===== src/rtl/stepdown_tstate_gen_if.sv =====
// Control/status bundle for stepdown_tstate_gen: demand, termination, on-time load and window status.
// master drives the loop demand side, slave is the window generator.
interface stepdown_tstate_gen_if #(
    parameter int CNT_W = 8
);
    logic             en;
    logic             req;
    logic             term;
    logic [CNT_W-1:0] ton_cfg;
    logic             ton_load;
    logic             Tstate;
    logic             blank;
    logic             cycle_done;
    logic             busy;
    logic             fault;

    modport master (
        output en, req, term, ton_cfg, ton_load,
        input  Tstate, blank, cycle_done, busy, fault
    );

    modport slave (
        input  en, req, term, ton_cfg, ton_load,
        output Tstate, blank, cycle_done, busy, fault
    );
endinterface


===== src/rtl/stepdown_tstate_gen.sv =====
// Tstate conduction-window generator: blanking, programmable on-time, early term, min off-time; STEPDOWN_TSTATE_FAULT_EN adds repeated-term fault.
// Latency: req sampled in IDLE gives Tstate=1 next cycle; all outputs registered from next state.
// No backpressure: req is ignored outside IDLE (and while fault=1); ton_load outside IDLE is held until IDLE entry.
module stepdown_tstate_gen #(
    parameter int CNT_W     = 8,
    parameter int TON_DEF   = 40,
    parameter int TBLANK    = 4,
    parameter int TOFF_MIN  = 6,
    parameter int FAULT_CNT = 4
) (
    input  logic                clk,
    input  logic                rst_n,
    input  logic                CELV,
    input  logic                CELG,
    input  logic                SUB,
    stepdown_tstate_gen_if.slave bus
);
    localparam logic [1:0] S_IDLE  = 2'd0;
    localparam logic [1:0] S_BLANK = 2'd1;
    localparam logic [1:0] S_ON    = 2'd2;
    localparam logic [1:0] S_OFF   = 2'd3;

    localparam logic [CNT_W-1:0] TON_MIN   = CNT_W'(TBLANK + 1);
    localparam logic [CNT_W-1:0] TON_RST   = (TON_DEF < TBLANK + 1) ? TON_MIN : CNT_W'(TON_DEF);
    localparam logic [CNT_W-1:0] BLANK_END = CNT_W'(TBLANK);
    localparam logic [CNT_W-1:0] OFF_END   = CNT_W'(TOFF_MIN);
    localparam logic [CNT_W-1:0] CNT_ONE   = CNT_W'(1);

    function automatic logic [CNT_W-1:0] clamp_ton(input logic [CNT_W-1:0] v);
        return (v < TON_MIN) ? TON_MIN : v;
    endfunction

    logic [1:0]       state, state_nxt;
    logic [CNT_W-1:0] cnt, cnt_nxt, cnt_inc;
    logic [CNT_W-1:0] ton_reg, pend_val;
    logic             pend_vld;
    logic             end_term, end_expire, idle_entry;
    logic             fault_q;
    logic             unused_supply;

    assign unused_supply = ^{CELV, CELG, SUB};

    // cnt holds the 1-based index of the current Tstate (or OFF) cycle
    assign cnt_inc    = (cnt == {CNT_W{1'b1}}) ? cnt : cnt + 1'b1;
    assign idle_entry = (state == S_OFF) && (state_nxt == S_IDLE);

    always_comb begin
        state_nxt  = state;
        cnt_nxt    = cnt;
        end_term   = 1'b0;
        end_expire = 1'b0;
        case (state)
            S_IDLE: begin
                if (bus.en && bus.req && !fault_q) begin
                    state_nxt = S_BLANK;
                    cnt_nxt   = CNT_ONE;
                end
            end
            S_BLANK: begin
                if (!bus.en) begin
                    state_nxt = S_OFF;
                    cnt_nxt   = CNT_ONE;
                end else begin
                    if (cnt >= BLANK_END) state_nxt = S_ON;
                    cnt_nxt = cnt_inc;
                end
            end
            S_ON: begin
                if (!bus.en) begin
                    state_nxt = S_OFF;
                    cnt_nxt   = CNT_ONE;
                end else if (bus.term) begin
                    // term wins over a coinciding expiry, so that window counts as terminated
                    state_nxt = S_OFF;
                    cnt_nxt   = CNT_ONE;
                    end_term  = 1'b1;
                end else if (cnt >= ton_reg) begin
                    state_nxt  = S_OFF;
                    cnt_nxt    = CNT_ONE;
                    end_expire = 1'b1;
                end else begin
                    cnt_nxt = cnt_inc;
                end
            end
            S_OFF: begin
                if (cnt >= OFF_END) begin
                    state_nxt = S_IDLE;
                    cnt_nxt   = '0;
                end else begin
                    cnt_nxt = cnt_inc;
                end
            end
            default: begin
                state_nxt = S_IDLE;
                cnt_nxt   = '0;
            end
        endcase
    end

    always_ff @(posedge clk or negedge rst_n) begin
        if (!rst_n) begin
            state          <= S_IDLE;
            cnt            <= '0;
            bus.Tstate     <= 1'b0;
            bus.blank      <= 1'b0;
            bus.busy       <= 1'b0;
            bus.cycle_done <= 1'b0;
        end else begin
            state          <= state_nxt;
            cnt            <= cnt_nxt;
            bus.Tstate     <= (state_nxt == S_BLANK) || (state_nxt == S_ON);
            bus.blank      <= (state_nxt == S_BLANK);
            bus.busy       <= (state_nxt != S_IDLE);
            bus.cycle_done <= idle_entry;
        end
    end

    // A running window always finishes on the on-time it started with
    always_ff @(posedge clk or negedge rst_n) begin
        if (!rst_n) begin
            ton_reg  <= TON_RST;
            pend_vld <= 1'b0;
            pend_val <= '0;
        end else if (state == S_IDLE) begin
            if (bus.ton_load) ton_reg <= clamp_ton(bus.ton_cfg);
            pend_vld <= 1'b0;
        end else if (idle_entry) begin
            if (bus.ton_load)  ton_reg <= clamp_ton(bus.ton_cfg);
            else if (pend_vld) ton_reg <= clamp_ton(pend_val);
            pend_vld <= 1'b0;
        end else if (bus.ton_load) begin
            pend_vld <= 1'b1;
            pend_val <= bus.ton_cfg;
        end
    end

`ifdef STEPDOWN_TSTATE_FAULT_EN
    localparam int           FW        = $clog2(FAULT_CNT + 1);
    localparam logic [FW-1:0] FAULT_LIM = FW'(FAULT_CNT);

    logic [FW-1:0] tcnt;

    always_ff @(posedge clk or negedge rst_n) begin
        if (!rst_n) begin
            tcnt    <= '0;
            fault_q <= 1'b0;
        end else if (!bus.en) begin
            tcnt    <= '0;
            fault_q <= 1'b0;
        end else begin
            if (end_term && (tcnt != FAULT_LIM)) tcnt <= tcnt + 1'b1;
            else if (end_expire)                 tcnt <= '0;
            if (idle_entry && (tcnt >= FAULT_LIM)) fault_q <= 1'b1;
        end
    end
`else
    logic        unused_nofault;
    logic [31:0] unused_fault_cnt;

    assign unused_fault_cnt = 32'(FAULT_CNT);
    assign unused_nofault   = ^{end_term, end_expire, unused_fault_cnt};
    assign fault_q          = 1'b0;
`endif

    assign bus.fault = fault_q;
endmodule

===== src/flat_wrapper.sv =====
// flat-port wrapper written by rule: the top's interface ports become plain ports
module stepdown_tstate_gen_flat 
#(
    parameter int CNT_W     = 8,
    parameter int TON_DEF   = 40,
    parameter int TBLANK    = 4,
    parameter int TOFF_MIN  = 6,
    parameter int FAULT_CNT = 4
)
  (clk, rst_n, CELV, CELG, SUB, bus_en, bus_req, bus_term, bus_ton_cfg, bus_ton_load, bus_Tstate, bus_blank, bus_cycle_done, bus_busy, bus_fault);
  stepdown_tstate_gen_if #(.CNT_W(CNT_W)) bus_i ();
  input  logic clk;
  input  logic rst_n;
  input  logic CELV;
  input  logic CELG;
  input  logic SUB;
  input wire logic [$bits(bus_i.en)-1:0] bus_en;
  input wire logic [$bits(bus_i.req)-1:0] bus_req;
  input wire logic [$bits(bus_i.term)-1:0] bus_term;
  input wire logic [$bits(bus_i.ton_cfg)-1:0] bus_ton_cfg;
  input wire logic [$bits(bus_i.ton_load)-1:0] bus_ton_load;
  output wire logic [$bits(bus_i.Tstate)-1:0] bus_Tstate;
  output wire logic [$bits(bus_i.blank)-1:0] bus_blank;
  output wire logic [$bits(bus_i.cycle_done)-1:0] bus_cycle_done;
  output wire logic [$bits(bus_i.busy)-1:0] bus_busy;
  output wire logic [$bits(bus_i.fault)-1:0] bus_fault;
  assign bus_i.en = bus_en;
  assign bus_i.req = bus_req;
  assign bus_i.term = bus_term;
  assign bus_i.ton_cfg = bus_ton_cfg;
  assign bus_i.ton_load = bus_ton_load;
  assign bus_Tstate = bus_i.Tstate;
  assign bus_blank = bus_i.blank;
  assign bus_cycle_done = bus_i.cycle_done;
  assign bus_busy = bus_i.busy;
  assign bus_fault = bus_i.fault;
  stepdown_tstate_gen #(.CNT_W(CNT_W), .TON_DEF(TON_DEF), .TBLANK(TBLANK), .TOFF_MIN(TOFF_MIN), .FAULT_CNT(FAULT_CNT)) u_core (.clk(clk), .rst_n(rst_n), .CELV(CELV), .CELG(CELG), .SUB(SUB), .bus(bus_i));
endmodule

===== config.mk =====
export PLATFORM = sky130hd
export DESIGN_NAME = stepdown_tstate_gen_flat
export DESIGN_NICKNAME = d
export VERILOG_FILES = /design/src/rtl/stepdown_tstate_gen_if.sv /design/src/rtl/stepdown_tstate_gen.sv /design/src/flat_wrapper.sv
export SDC_FILE = /design/constraint.sdc
export NUM_CORES = 1
export LEC_CHECK = 0
export CELL_PAD_IN_SITES_DETAIL_PLACEMENT = 1
export CELL_PAD_IN_SITES_GLOBAL_PLACEMENT = 1
export CORE_MARGIN = 1.5
export CORE_UTILIZATION = 35
export CTS_BUF_LIST = sky130_fd_sc_hd__clkbuf_16
export CTS_CLUSTER_SIZE = 24
export DETAILED_ROUTE_END_ITERATION = 6
export HOLD_SLACK_MARGIN = 0.03
export PLACE_DENSITY_LB_ADDON = 0.1
export SKIP_CTS_REPAIR_TIMING = 1
export SYNTH_ARGS = -nofsm -noshare
export SYNTH_HDL_FRONTEND = slang
export SYNTH_SLANG_ARGS = --single-unit

===== constraint.sdc =====
create_clock -name clk -period 7 [get_ports clk]
set_clock_uncertainty 0.2 [all_clocks]
set_input_delay 0.7 -clock clk [delete_from_list [all_inputs] [get_ports clk]]
set_output_delay 0.7 -clock clk [all_outputs]
set_load 0.05 [all_outputs]

Word-level counts from Yosys, hierarchy flattened
Index checks and enable logic that the tools add are counted.

Register bits: 31. Input bits: 17.

Add/sub/neg operators: 1. Mux-type cells: 26. Equal/unequal tests: 9. Reduce and logical (&&, ||, !) cells: 10. Bitwise gates (word level): 2. Order comparisons: 5.

Operators by type and width (number): 8-bit two-way mux (14); 8-bit case mux with 4 select lines (1); 8-bit by 3-bit >= comparator with 1-bit output (second input constant) (2); 8-bit by 3-bit < comparator with 1-bit output (second input constant) (2); 2-bit two-way mux (7); 8-bit by 1-bit adder with 8-bit output (second input constant) (1); 8-bit equality test (second input constant) (1); 8-bit >= comparator (1); 2-bit case mux with 4 select lines (1); 2-bit equality test (second input constant) (3); 3-bit AND reduction (2); 2-bit by 1-bit equality test with 1-bit output (second input constant) (2); 2-bit zero test (2); 2-bit nonzero test (2); 1-bit two-way mux (3); 3-bit by 2-bit inequality test with 1-bit output (second input constant) (1); 3-bit nonzero test (1); 1-bit logical AND (2); 2-bit by 1-bit inequality test with 1-bit output (second input constant) (1); 2-bit inequality test (second input constant) (1); 1-bit inverter (2); 1-bit logical OR (1).

Longest topological paths before layout
Gate-level depths: netlist of run 1.

Depth in word-level cells: 9. Gate-level depth with buffers: 13. Mapped depth without buffers: 13.

Least setup slack after synthesis of run 1
No wires, ideal clock.

Path kind: register to register. Start: register u_core.ton_reg[5]. End: register u_core.ton_reg[5]. Arrival: 2.834 ns. Path slack: 3.893 ns. Stages on the path, launching flop included: 14. Cells stage by stage: dfstp_2 inv_1 ha_1 a21oi_1 o211ai_2 a221oi_4 buf_6 a21o_2 ha_1 inv_1 o31ai_2 clkbuf_1 nor2_1 a21oi_1.

Word-level cells in the longest chain between the ends: 9. Elaborated cells between the ends (all ways): 10. Those cells by class: order compare: 1; eq/ne: 1; mux: 4; reduce/logical: 4.

RTL lines: start, declared (RTL line stepdown_tstate_gen.sv:35) `logic [CNT_W-1:0] ton_reg, pend_val;`; start signal, assigned (RTL line stepdown_tstate_gen.sv:125) `if (bus.ton_load) ton_reg <= clamp_ton(bus.ton_cfg);`; start signal, assigned (RTL line stepdown_tstate_gen.sv:128) `if (bus.ton_load) ton_reg <= clamp_ton(bus.ton_cfg);`; start signal, assigned (RTL line stepdown_tstate_gen.sv:129) `else if (pend_vld) ton_reg <= clamp_ton(pend_val);`; 8-bit >= comparator (*) (RTL line stepdown_tstate_gen.sv:77) `end else if (cnt >= ton_reg) begin`; 2-bit two-way mux (*) (RTL line stepdown_tstate_gen.sv:77); 2-bit two-way mux (*) (RTL line stepdown_tstate_gen.sv:72) `end else if (bus.term) begin`; 2-bit two-way mux (*) (RTL line stepdown_tstate_gen.sv:69) `if (!bus.en) begin`; 2-bit case mux with 4 select lines (*) (RTL line stepdown_tstate_gen.sv:52) `case (state)`; 2-bit zero test (*) (RTL line stepdown_tstate_gen.sv:45) `assign idle_entry = (state == S_OFF) && (state_nxt == S_IDLE);`; 1-bit logical AND (*) (RTL line stepdown_tstate_gen.sv:45); 3-bit by 2-bit inequality test with 1-bit output (no source line) or 2-bit nonzero test (tied branches); 3-bit AND reduction (no source line) (*).

Every way passes the cells marked *; elsewhere a longest branch is shown, timed or not. A chain may end at the register's enable or synchronous reset.

Final worst setup path of run 1
Start: input port bus_en. End: register u_core.ton_reg[2].

Word-level cells in the longest chain between the ends: 7. Elaborated cells between the ends (all ways): 10. Those cells by class: eq/ne: 1; mux: 4; reduce/logical: 5.

RTL lines: start, declared (RTL line flat_wrapper.sv:17) `input wire logic [$bits(bus_i.en)-1:0] bus_en;`; 1-bit logical AND (RTL line stepdown_tstate_gen.sv:54) `if (bus.en && bus.req && !fault_q) begin`; 2-bit two-way mux (RTL line stepdown_tstate_gen.sv:54); 2-bit case mux with 4 select lines (*) (RTL line stepdown_tstate_gen.sv:52); 2-bit zero test (*) (RTL line stepdown_tstate_gen.sv:45); 1-bit logical AND (*) (RTL line stepdown_tstate_gen.sv:45); 3-bit by 2-bit inequality test with 1-bit output (no source line) or 2-bit nonzero test (tied branches); 3-bit AND reduction (no source line) (*).

Marked as above.

==> results of run 1 <==
## layout by cell type (no fill, tap or decap), drive strengths merged, types with 5 or more instances in the layout
cell type / instances
inv: 15
dfrtp: 29
clkbuf: 5
o21ai: 9
clkdlybuf4s50: 17
nor2: 20
nand2: 18
mux2: 9
ha: 12
a31oi: 8
nand3: 6
a21oi: 16
mux2i: 5
## metal layers
metal	GRT usage [%]	share of wire (%)	vias up
met5	0	0	-
met4	5.56	1.3	0
met3	3.44	2.9	6
met2	29.9	50	29
met1	23.8	46	733
li1	-	-	717
## kinds of logic (layout without fill, tap and decap cells)
| logic type | count (synthesis) | in the layout | synth area share (%) |
|---|---|---|---|
| adder cells (fa/ha/maj) | 12 | 12 | 8.20 |
| multiplexers | 14 | 14 | 8.27 |
| AND/OR/NAND/NOR | 60 | 60 | 16.0 |
| AO/OA/AOI/OAI | 51 | 51 | 19.7 |
| buffers and inverters | 19 | 40 | 5.12 |
| flip-flops | 31 | 31 | 42.5 |
| other | 1 | 1 | 0.205 |
## power groups by stage
stage / registers, mW / logic, mW / clock network, mW
after floorplan: 0.326 / 0.272 / 0
after global placement: 0.311 / 0.363 / 0
after detailed placement: 0.315 / 0.379 / 0
after CTS: 0.313 / 0.383 / 0.212
after global routing: 0.325 / 0.430 / 0.219
final: 0.312 / 0.377 / 0.205
## layout make-up
class / instances / area (sq um) / area share, %
Multi-Input combinational cell: 138 / 960 / 43.7
Sequential cell: 31 / 778 / 35.4
Inverter: 14 / 52.6 / 2.39
Tap cell: 70 / 87.6 / 3.99
Timing Repair Buffer: 18 / 178 / 8.09
Clock buffer: 5 / 125 / 5.69
Clock inverter: 3 / 16.3 / 0.740
## cells in the mapped netlist (all sizes together) (2+ instances only)
cell type / instances
nand4: 2
mux2: 9
dfrtp: 29
nand2: 18
or4: 2
o211ai: 3
nand3: 6
nor2: 20
inv: 14
a31oi: 8
dfstp: 2
a21oi: 16
o21a: 2
o21ai: 9
buf: 3
ha: 12
nor3: 3
mux2i: 5
clkbuf: 2
nor3b: 2
## final timing paths
path / cells after the start / slack, ns / from / to
worst max-delay path: 9 / 3.03 / bus_en / u_core.ton_reg[2]$_DFFE_PN0P_
worst max register to register: 10 / 3.20 / u_core.ton_reg[5]$_DFFE_PN1P_ / u_core.ton_reg[2]$_DFFE_PN0P_
worst min-delay path: 1 / 0.31 / u_core.ton_reg[2]$_DFFE_PN0P_ / u_core.ton_reg[2]$_DFFE_PN0P_
min in group asynchronous: 2 / 0.63 / rst_n / u_core.pend_val[6]$_DFFE_PN0P_
worst min register to register: 1 / 0.31 / u_core.ton_reg[2]$_DFFE_PN0P_ / u_core.ton_reg[2]$_DFFE_PN0P_
max in group asynchronous: 2 / 5.64 / rst_n / u_core.ton_reg[3]$_DFFE_PN1P_
## stage by stage
| stage | instance area [sq um] | util, % | setup WS, ns |
|---|---|---|---|
| floorplan | 1830 | - | 3.89 |
| global placement | 2060 | 40.5 | 2.75 |
| detailed placement | 2060 | 40.5 | 2.70 |
| CTS | 2200 | 43.3 | 3.00 |
| global route | 2200 | 43.3 | 2.67 |
| finish | 2200 | 43.3 | 3.03 |
==> results by group, run 1 <==
Placed design
  • Post-DP HPWL: roughly 3300 microns
  • IO buf count: 17
  • GP Congestion: between 0.7 and 0.8
  • # placed instances: between 200 and 300

Layout
  • Filler cells: ~600
  • Final nets: between 200 and 250
  • Syn-to-layout area delta: 19.9%
  • Finished Layout Cells: around 280
  • Layout cells sized above 1: 14.4%
  • Number of diodes: 0

Critical path
  • WP data arrival: around 3.9 ns
  • WS Path Type: in -> reg
  • Max incr delay on CP: 0.82 ns
  • Crit-path cells: clkdlybuf4s50_1 > and4bb_1 > o211ai_2 > a221oi_4 > a21o_2 > ha_1 > inv_1 > o31ai_2 > mux2_2
  • CP max-delay cell: o31ai_2
  • CP Max Fanout: 18
  • Critical Path RT: between 6 and 7 ns
  • WP buf/inv: 2
  • CP Launch Type: input port
  • CP endpoint kind: flip-flop
  • Family with the most delay on the worst path: compound AO/OA/AOI/OAI gates

STA
  • Slew Limit Headroom: a little over a third
  • Fin crit period: 3.97 ns
  • Final period utilization: around 57%
  • Final max-slew violation count: 0
  • Hold Fails Final Rpt: 0
  • Least-Margin Pin Slew: 0.955 ns
  • Post-Route Setup TNS: 0 ns
  • Endpoints failing setup: 0
  • Fin Hold WS: just over 0.3 ns
  • RSZ-0062 raised after global routing: no
  • Fmax: between 0.2 and 0.3 GHz

Flow run
  • Max_cap viols: 0

Synthesis
  • Cells after Synth: 188
  • Netlist cell types: 45
  • Area contributors post-synth: dfrtp_1 40%, ha_1 8.2%, mux2_2 5.5%, a21oi_1 4.4%, nor2_1 3.9%
  • Post-Synthesis Cell Area: roughly 0.0018 sq mm
  • Top_reg_cell synth: dfrtp_1
  • Syn_area_per_cell: 9.74 sq um
  • Post-synth top area share: ~40%
  • Post-synth EDFFs: 0
  • Cell taking the most area after synthesis: dfrtp_1
  • Syn nets: 217
  • Synthesized flop and latch total: 31
  • FFs w/ async S/R, synth: 100%
  • Seq/Total Area, Yosys: 42.5%
  • Yosys warning count: 0

Clocking
  • Worst skew pair latency: approximately 0.27 ns
  • H-tree levels: 2
  • TritonCTS Buffers: 5
  • Clock tree root buffer cell: clkbuf_16
  • Clk slew on worst S/H paths: 0.05 ns
  • Clock Sink Count: 31
  • Clock Tree Buf Depth: 2
  • CTS tree: yes

Detailed routing
  • TritonRoute pass-1 iters: 4
  • Antenna viol nets, final: 0
  • Initial drt markers: 37
  • Vias: roughly 1500
  • Via density: approximately 5.3
  • Drt wl/cell: between 15 and 20 microns
  • Routed wire length: 4410 microns
  • Remaining DRCs: 0

Pwr
  • Comb pwr share: 42.1%
  • Internal power: roughly 540 uW
  • Leak Pwr: roughly 0.95 nW
  • Worst VDD drop: around 180 uV
  • Switching fraction of total power: about two fifths
  • Switching pwr: around 360 uW
  • Clk pwr share: a little under a quarter
  • Pwr Density: around 410 mW/mm^2
  • Pwr Total: 894 uW
  • Sequential power share: 34.9%

Global routing
  • Vias in the first global route: roughly 1600
  • Largest net degree at the start of global routing: 32
  • Tot GR Track Use: roughly 18%
  • Initial antenna violation count: 0
  • Grt total ovfl: 0
  • Global-route wire length before repair: around 7700 microns

Min path
  • Hold WC Path Type: reg -> reg

Floorplanning
  • Starting Density: between 30 and 40%
  • Row Count: 26
  • Chip width: about 75 microns
  • Die height: between 70 and 80 microns
  • IO Pins: 22
  • Core area: around 0.0051 sq mm
  • Die area: 0.00568 sq mm

Outcome
  • Status: finished clean
(Power assumes the default switching activity.)
==> run 2, diff against run 1 <==
==> constraint.sdc (replaced) <==
create_clock -name clk -period 4 [get_ports clk]
set_clock_uncertainty 0.2 [all_clocks]
set_input_delay 0.4 -clock clk [delete_from_list [all_inputs] [get_ports clk]]
set_output_delay 0.4 -clock clk [all_outputs]
set_load 0.05 [all_outputs]
==> run 2 against run 1 <==
Compared with the run above: total power is 91% higher; register-to-register slack worse by 2.3 ns; critical path depth is 1 higher; die area stayed put; combinational power is 80% higher; cell count is 1.1% higher; count of clock-buffer cells in the layout stayed put; global-route usage is 0.96 points higher; design area is 3.2% higher; hold slack worse by 0.0061 ns; core utilization is 1.4 points higher; clock power is 140% higher; critical path type is now reg -> reg; largest cell class unchanged.
==> results by group, run 2 (synthesis results as in run 1) <==
Detailed routing
  • TritonRoute pass-1 iters: 4 (unchanged)
  • Remaining DRCs: 0 (unchanged)
  • Via density: 5.39 (was 5.32)
  • Antenna viol nets, final: 0 (unchanged)
  • Drt wl/cell: 16.1 microns (was 15.8 microns)
  • Initial drt markers: 53 (was 37)
  • Routed wire length: 4540 microns (was 4410 microns)
  • Vias: 1519 (was 1485)

Floorplanning
  • Die area: 0.00568 sq mm (unchanged)
  • Starting Density: 36.1% (unchanged)
  • Die height: 75.3 microns (unchanged)
  • Core area: 0.00507 sq mm (unchanged)
  • IO Pins: 22 (unchanged)
  • Row Count: 26 (unchanged)
  • Chip width: 75.3 microns (unchanged)

Pwr
  • Leak Pwr: 0.985 nW (was 0.945 nW)
  • Pwr Density: 754 mW/mm^2 (was 407 mW/mm^2)
  • Pwr Total: 1.71 mW (was 894 uW)
  • Worst VDD drop: 425 uV (was 183 uV)

Min path
  • WHS Path Cells: 1 (unchanged)
  • Hold WC Path Type: reg -> reg (unchanged)
  • Hold path startpoint: u_core.ton_reg[0]$_DFFE_PN0P_ (was u_core.ton_reg[2]$_DFFE_PN0P_)
  • Endpoint of the worst hold path: u_core.ton_reg[0]$_DFFE_PN0P_ (was u_core.ton_reg[2]$_DFFE_PN0P_)

Critical path
  • CP Launch Type: flip-flop (was input port)
  • CP Max Fanout: 8 (was 18)
  • Crit-path cells: nor4_2 > nand2_1 > o31a_1 > o21ai_0 > ha_1 > inv_1 > nor2_1 > nor2_1 > nand2_1 > mux2_2 (was clkdlybuf4s50_1 > and4bb_1 > o211ai_2 > a221oi_4 > a21o_2 > ha_1 > inv_1 > o31ai_2 > mux2_2)
  • R2R Path Start: u_core.cnt[5]$_DFFE_PN0P_ (was u_core.ton_reg[5]$_DFFE_PN1P_)
  • WP buf/inv: 1 (was 2)
  • CP endpoint kind: flip-flop (unchanged)
  • CP max-delay cell: dfrtp_1 (was o31ai_2)
  • Reg2reg path depth: 10 (unchanged)
  • WP data arrival: 3.07 ns (was 3.93 ns)
  • WS Path Type: reg -> reg (was in -> reg)
  • Max incr delay on CP: 0.46 ns (was 0.82 ns)
  • Family with the most delay on the worst path: simple AND/OR/NAND/NOR gates (was compound AO/OA/AOI/OAI gates)
  • Reg2reg setup slack: 0.88 ns (was 3.20 ns)
  • Critical Path RT: 3.95 ns (was 6.96 ns)
  • Crit Reg-Reg Endpoint: u_core.pend_val[6]$_DFFE_PN0P_ (was u_core.ton_reg[2]$_DFFE_PN0P_)

Clocking
  • CTS tree: yes (unchanged)
  • Clock tree root buffer cell: clkbuf_16 (unchanged)
  • Clk slew on worst S/H paths: 0.05 ns (about the same)
  • TritonCTS Buffers: 5 (unchanged)
  • Clock Sink Count: 31 (unchanged)
  • Clock Tree Buf Depth: 2 (unchanged)
  • H-tree levels: 2 (unchanged)
  • Worst skew pair latency: 0.28 ns (was 0.27 ns)

STA
  • Fin crit period: between 3 and 4 ns
  • RSZ-0062 raised after global routing: no (unchanged)
  • Post-Route Setup TNS: 0 ns (unchanged)
  • Final max-slew violation count: 0 (unchanged)
  • Endpoints failing setup: 0 (unchanged)
  • Hold Fails Final Rpt: 0 (unchanged)
  • Slew Limit Headroom: 52.6% (was 36.0%)
  • Least-Margin Pin Slew: 0.710 ns (was 0.955 ns)
  • Fmax: roughly 0.32 GHz
  • Final period utilization: 78.0%

Placed design
  • Post-DP HPWL: 3440 microns (was 3270 microns)
  • IO buf count: 17 (unchanged)
  • GP Congestion: 0.806 (was 0.777)

Global routing
  • Tot GR Track Use: 19.0% (was 18.0%)
  • Vias in the first global route: 1653 (was 1572)
  • Global-route wire length before repair: 7930 microns (was 7710 microns)
  • Initial antenna violation count: 0 (unchanged)
  • Grt total ovfl: 0 (unchanged)
  • Largest net degree at the start of global routing: 32 (unchanged)

Layout
  • Most frequent cells in the layout: 29 x dfrtp_1, 19 x nor2_1, 18 x nand2_1, 17 x clkdlybuf4s50_1, 16 x a21oi_1 (unchanged)
  • Filler cells: 584 (was 601)
  • Number of diodes: 0 (unchanged)
  • Final nets: 240 (was 237)
  • Leading cell type in the layout, fill and taps excluded: dfrtp_1 (unchanged)
  • Layout cells sized above 1: 15.6% (was 14.4%)
  • Syn-to-layout area delta: 23.8% (was 19.9%)

Outcome
  • Status: finished clean (unchanged)

Flow run
  • Max_cap viols: 0 (unchanged)
-- run 2: cell count changes in the layout (fill, tap and decap cells not counted) --
cell | previous run | this run
clkinvlp_4 | 1 | 0
clkinv_2 | 1 | 0
bufinv_16 | 0 | 2
buf_4 | 1 | 4
-- run 2: final cells by class --
cell class | instances | area (sq um) | area share [%]
Clock inverter | 3 | 63.8 | 2.81
Tap cell | 70 | 87.6 | 3.86
Multi-Input combinational cell | 138 | 960 | 42.3
Timing Repair Buffer | 21 | 200 | 8.83
Sequential cell | 31 | 778 | 34.3
Inverter | 14 | 52.6 | 2.32
Clock buffer | 5 | 125 | 5.52
-- run 2: how the worst max path moves through the flow --
stage               slack, ns                     startpoint  depth (start not counted)                        endpoint
global placement         0.79                         bus_en                         11  u_core.pend_val[1]$_DFFE_PN0P_
detailed placement       0.71                         bus_en                         11  u_core.pend_val[1]$_DFFE_PN0P_
global route             0.59      u_core.cnt[5]$_DFFE_PN0P_                         10  u_core.pend_val[6]$_DFFE_PN0P_
finish                   0.88      u_core.cnt[5]$_DFFE_PN0P_                         10  u_core.pend_val[6]$_DFFE_PN0P_
CTS                      0.83      u_core.cnt[5]$_DFFE_PN0P_                         10  u_core.pend_val[6]$_DFFE_PN0P_
floorplan                0.89  u_core.ton_reg[5]$_DFFE_PN1P_                         13   u_core.ton_reg[5]$_DFFE_PN1P_
-- run 2: metal layers --
| metal | global-route usage [%] | up-vias | part of all wire, % |
|---|---|---|---|
| met5 | 0 | - | 0 |
| met4 | 8.93 | 0 | 2.0 |
| met3 | 3.84 | 8 | 2.5 |
| met2 | 31.1 | 20 | 50 |
| met1 | 24.0 | 762 | 46 |
| li1 | - | 729 | - |
-- run 2: through the flow --
stage / hold slack [ns] / std cells / area, sq um / worst slack (ns) / utilization [%]
floorplan: -0.0956 / 188 / 1830 / 0.893 / -
detailed placement: 0.295 / 274 / 2080 / 0.709 / 41.0
CTS: 0.307 / 282 / 2270 / 0.832 / 44.7
global route: 0.330 / 282 / 2270 / 0.594 / 44.7
global placement: 0.290 / 274 / 2080 / 0.786 / 41.0
finish: 0.302 / 282 / 2270 / 0.878 / 44.7
-- run 2: power breakdown --
part / leakage, nW / internal [mW] / switching [mW]
clock network: 0.0952 / 0.354 / 0.130
registers: 0.367 / 0.442 / 0.105
logic: 0.522 / 0.285 / 0.394
==> variant (flow settings as in run 2) <==
`CNT_W` is set to 8 in 3 places; all go to 10.
--- a/src/rtl/stepdown_tstate_gen_if.sv
+++ b/src/rtl/stepdown_tstate_gen_if.sv
@@ -1,7 +1,7 @@
 // Control/status bundle for stepdown_tstate_gen: demand, termination, on-time load and window status.
 // master drives the loop demand side, slave is the window generator.
 interface stepdown_tstate_gen_if #(
-    parameter int CNT_W = 8
+    parameter int CNT_W = 10
 );
     logic             en;
     logic             req;
--- a/src/rtl/stepdown_tstate_gen.sv
+++ b/src/rtl/stepdown_tstate_gen.sv
@@ -2,7 +2,7 @@
 // Latency: req sampled in IDLE gives Tstate=1 next cycle; all outputs registered from next state.
 // No backpressure: req is ignored outside IDLE (and while fault=1); ton_load outside IDLE is held until IDLE entry.
 module stepdown_tstate_gen #(
-    parameter int CNT_W     = 8,
+    parameter int CNT_W     = 10,
     parameter int TON_DEF   = 40,
     parameter int TBLANK    = 4,
     parameter int TOFF_MIN  = 6,
--- a/src/flat_wrapper.sv
+++ b/src/flat_wrapper.sv
@@ -1,7 +1,7 @@
 // flat-port wrapper written by rule: the top's interface ports become plain ports
 module stepdown_tstate_gen_flat 
 #(
-    parameter int CNT_W     = 8,
+    parameter int CNT_W     = 10,
     parameter int TON_DEF   = 40,
     parameter int TBLANK    = 4,
     parameter int TOFF_MIN  = 6,
Interface: changed (resized bus_ton_cfg); port bits go from 22 to 24. No check against the original RTL was run, so the function may have changed too.
==> variant against run 2 <==
Sequential power rose by 24%; power increased by 14%; final cell count grew 14%; highest routed layer unchanged; final area grew 17%; setup slack worse by 0.24 ns; sequential cell count grew 6; global-route usage decreased by 2.5 points; wire length is 15% higher; synthesized area rose by 25%; clock power decreased by 8.3%.
==> variant: results (changes against run 2) <==
* Status: complete, no violations (unchanged)
* First-pass GRT wire length at 9.03 mm (was 7.93 mm)
* Layout fillers at 719 (was 584)
* Post-synth top cells: dfrtp_1 (35), nand2_1 (26), inv_1 (19) (was dfrtp_1 (29), nor2_1 (19), nand2_1 (18))
* CP max FO at 11 (was 8)
* Largest net degree at the start of global routing at 38 (was 32)
* Seq/Total Area, Yosys at 0.406 (was 0.425)
* Drt first pass iters at 3 (was 4)
* Synth Net Count at 260 (was 217)
* Placed cells at 313 (was 274)
* Initial DRC count at 61 (was 53)
* Placed cell area at 2490 um^2 (was 2080 um^2)
* Static leakage at 0.00116 uW (was 0.000985 uW)
* Avg Inst Size Synth at 10.1 um^2 (was 9.74 um^2)
* Vias in the first global route at 1773 (was 1653)
* Top Family by Delay on Critical Path: compound AO/OA/AOI/OAI gates (was simple AND/OR/NAND/NOR gates)
* DP Wirelength at 3.90 mm (was 3.44 mm)
* Proportion of layout cells with a drive suffix above 1 at 0.160 (was 0.156)
* DR vias at 1688 (was 1519)
* Synth area leaders: dfrtp_1 (38%), ha_1 (7.7%), mux2_2 (4.4%) (was dfrtp_1 (40%), ha_1 (8.2%), mux2_2 (5.5%))
* NumNets Final at 276 (was 240)
* Yosys cell types at 57 (was 45)
* Worst-margin pin slew at 0.861 ns (was 0.710 ns)
* Total GRT Usage at 0.165 (was 0.190)
* I/O Buffers at 19 (was 17)
* Setup WS pre-CTS at 0.585 ns (was 0.709 ns)
* Hold WC Path Type: in2async (was reg2reg)
* WL final at 5.22 mm (was 4.54 mm)
* Slowest stage delay, CP at 0.44 ns (was 0.46 ns)
* Placer Congestion at 0.786 (was 0.806)
* Peak VDD IR at 0.000390 V (was 0.000425 V)
==> variant: changes by cell type in the layout (fill, tap and decap cells not counted), sizes merged, moves of 5 or more <==
cell	delta
dfrtp	+6
inv	+5
nor2	-10
nand2	+8
a21oi	-9
a31oi	-6
o21ai	+9
nor3	+10
xnor2	+5
==> variant: metal layers <==
metal / global-route usage / wire length, um
met1: 0.213 / 2570
met2: 0.265 / 2400
met3: 0.0445 / 145
met4: 0.0596 / 102
met5: 0 / 0
==> variant: final timing paths <==
path,from,endpoint,slack [ns],depth (start not counted)
worst max-delay path,u_core.cnt[0],u_core.pend_val[4],0.64,12
worst min register to register,u_core.ton_reg[6],u_core.ton_reg[6],0.28,2
worst min-delay path,rst_n,u_core.cnt[6],0.03,1
worst max register to register,u_core.cnt[0],u_core.pend_val[4],0.64,12
min in group clk,u_core.ton_reg[6],u_core.ton_reg[6],0.28,2
max in group asynchronous,rst_n,u_core.pend_vld,3.03,1
==> variant: cells by family after synthesis <==
family | count (synthesis) | share of synthesized area
and+or+nand+nor | 75 | 0.195
AOI/OAI and AO/OA | 49 | 0.159
DFF | 37 | 0.406
buffers and inverters | 29 | 0.0640
muxes | 17 | 0.0793
adders and majority gates | 14 | 0.0765
xor gates and xnor gates | 5 | 0.0191
other | 1 | 0.00164
==> variant: power by group through the flow <==
stage                     logic, uW  registers [uW]  clock network (uW)
after floorplan                 638             677                   0
after global placement          822             682                   0
after detailed placement        832             685                   0
after CTS                       839             678                 457
after global routing            944             705                 473
final                           826             677                 444
==> variant: cell type report <==
cell class	instances	share of cell area
Multi-Input combinational cell	161	0.456
Timing Repair Buffer	19	0.0696
Sequential cell	37	0.349
Tap cell	77	0.0362
Inverter	19	0.0268
Clock inverter	3	0.0146
Clock buffer	5	0.0471
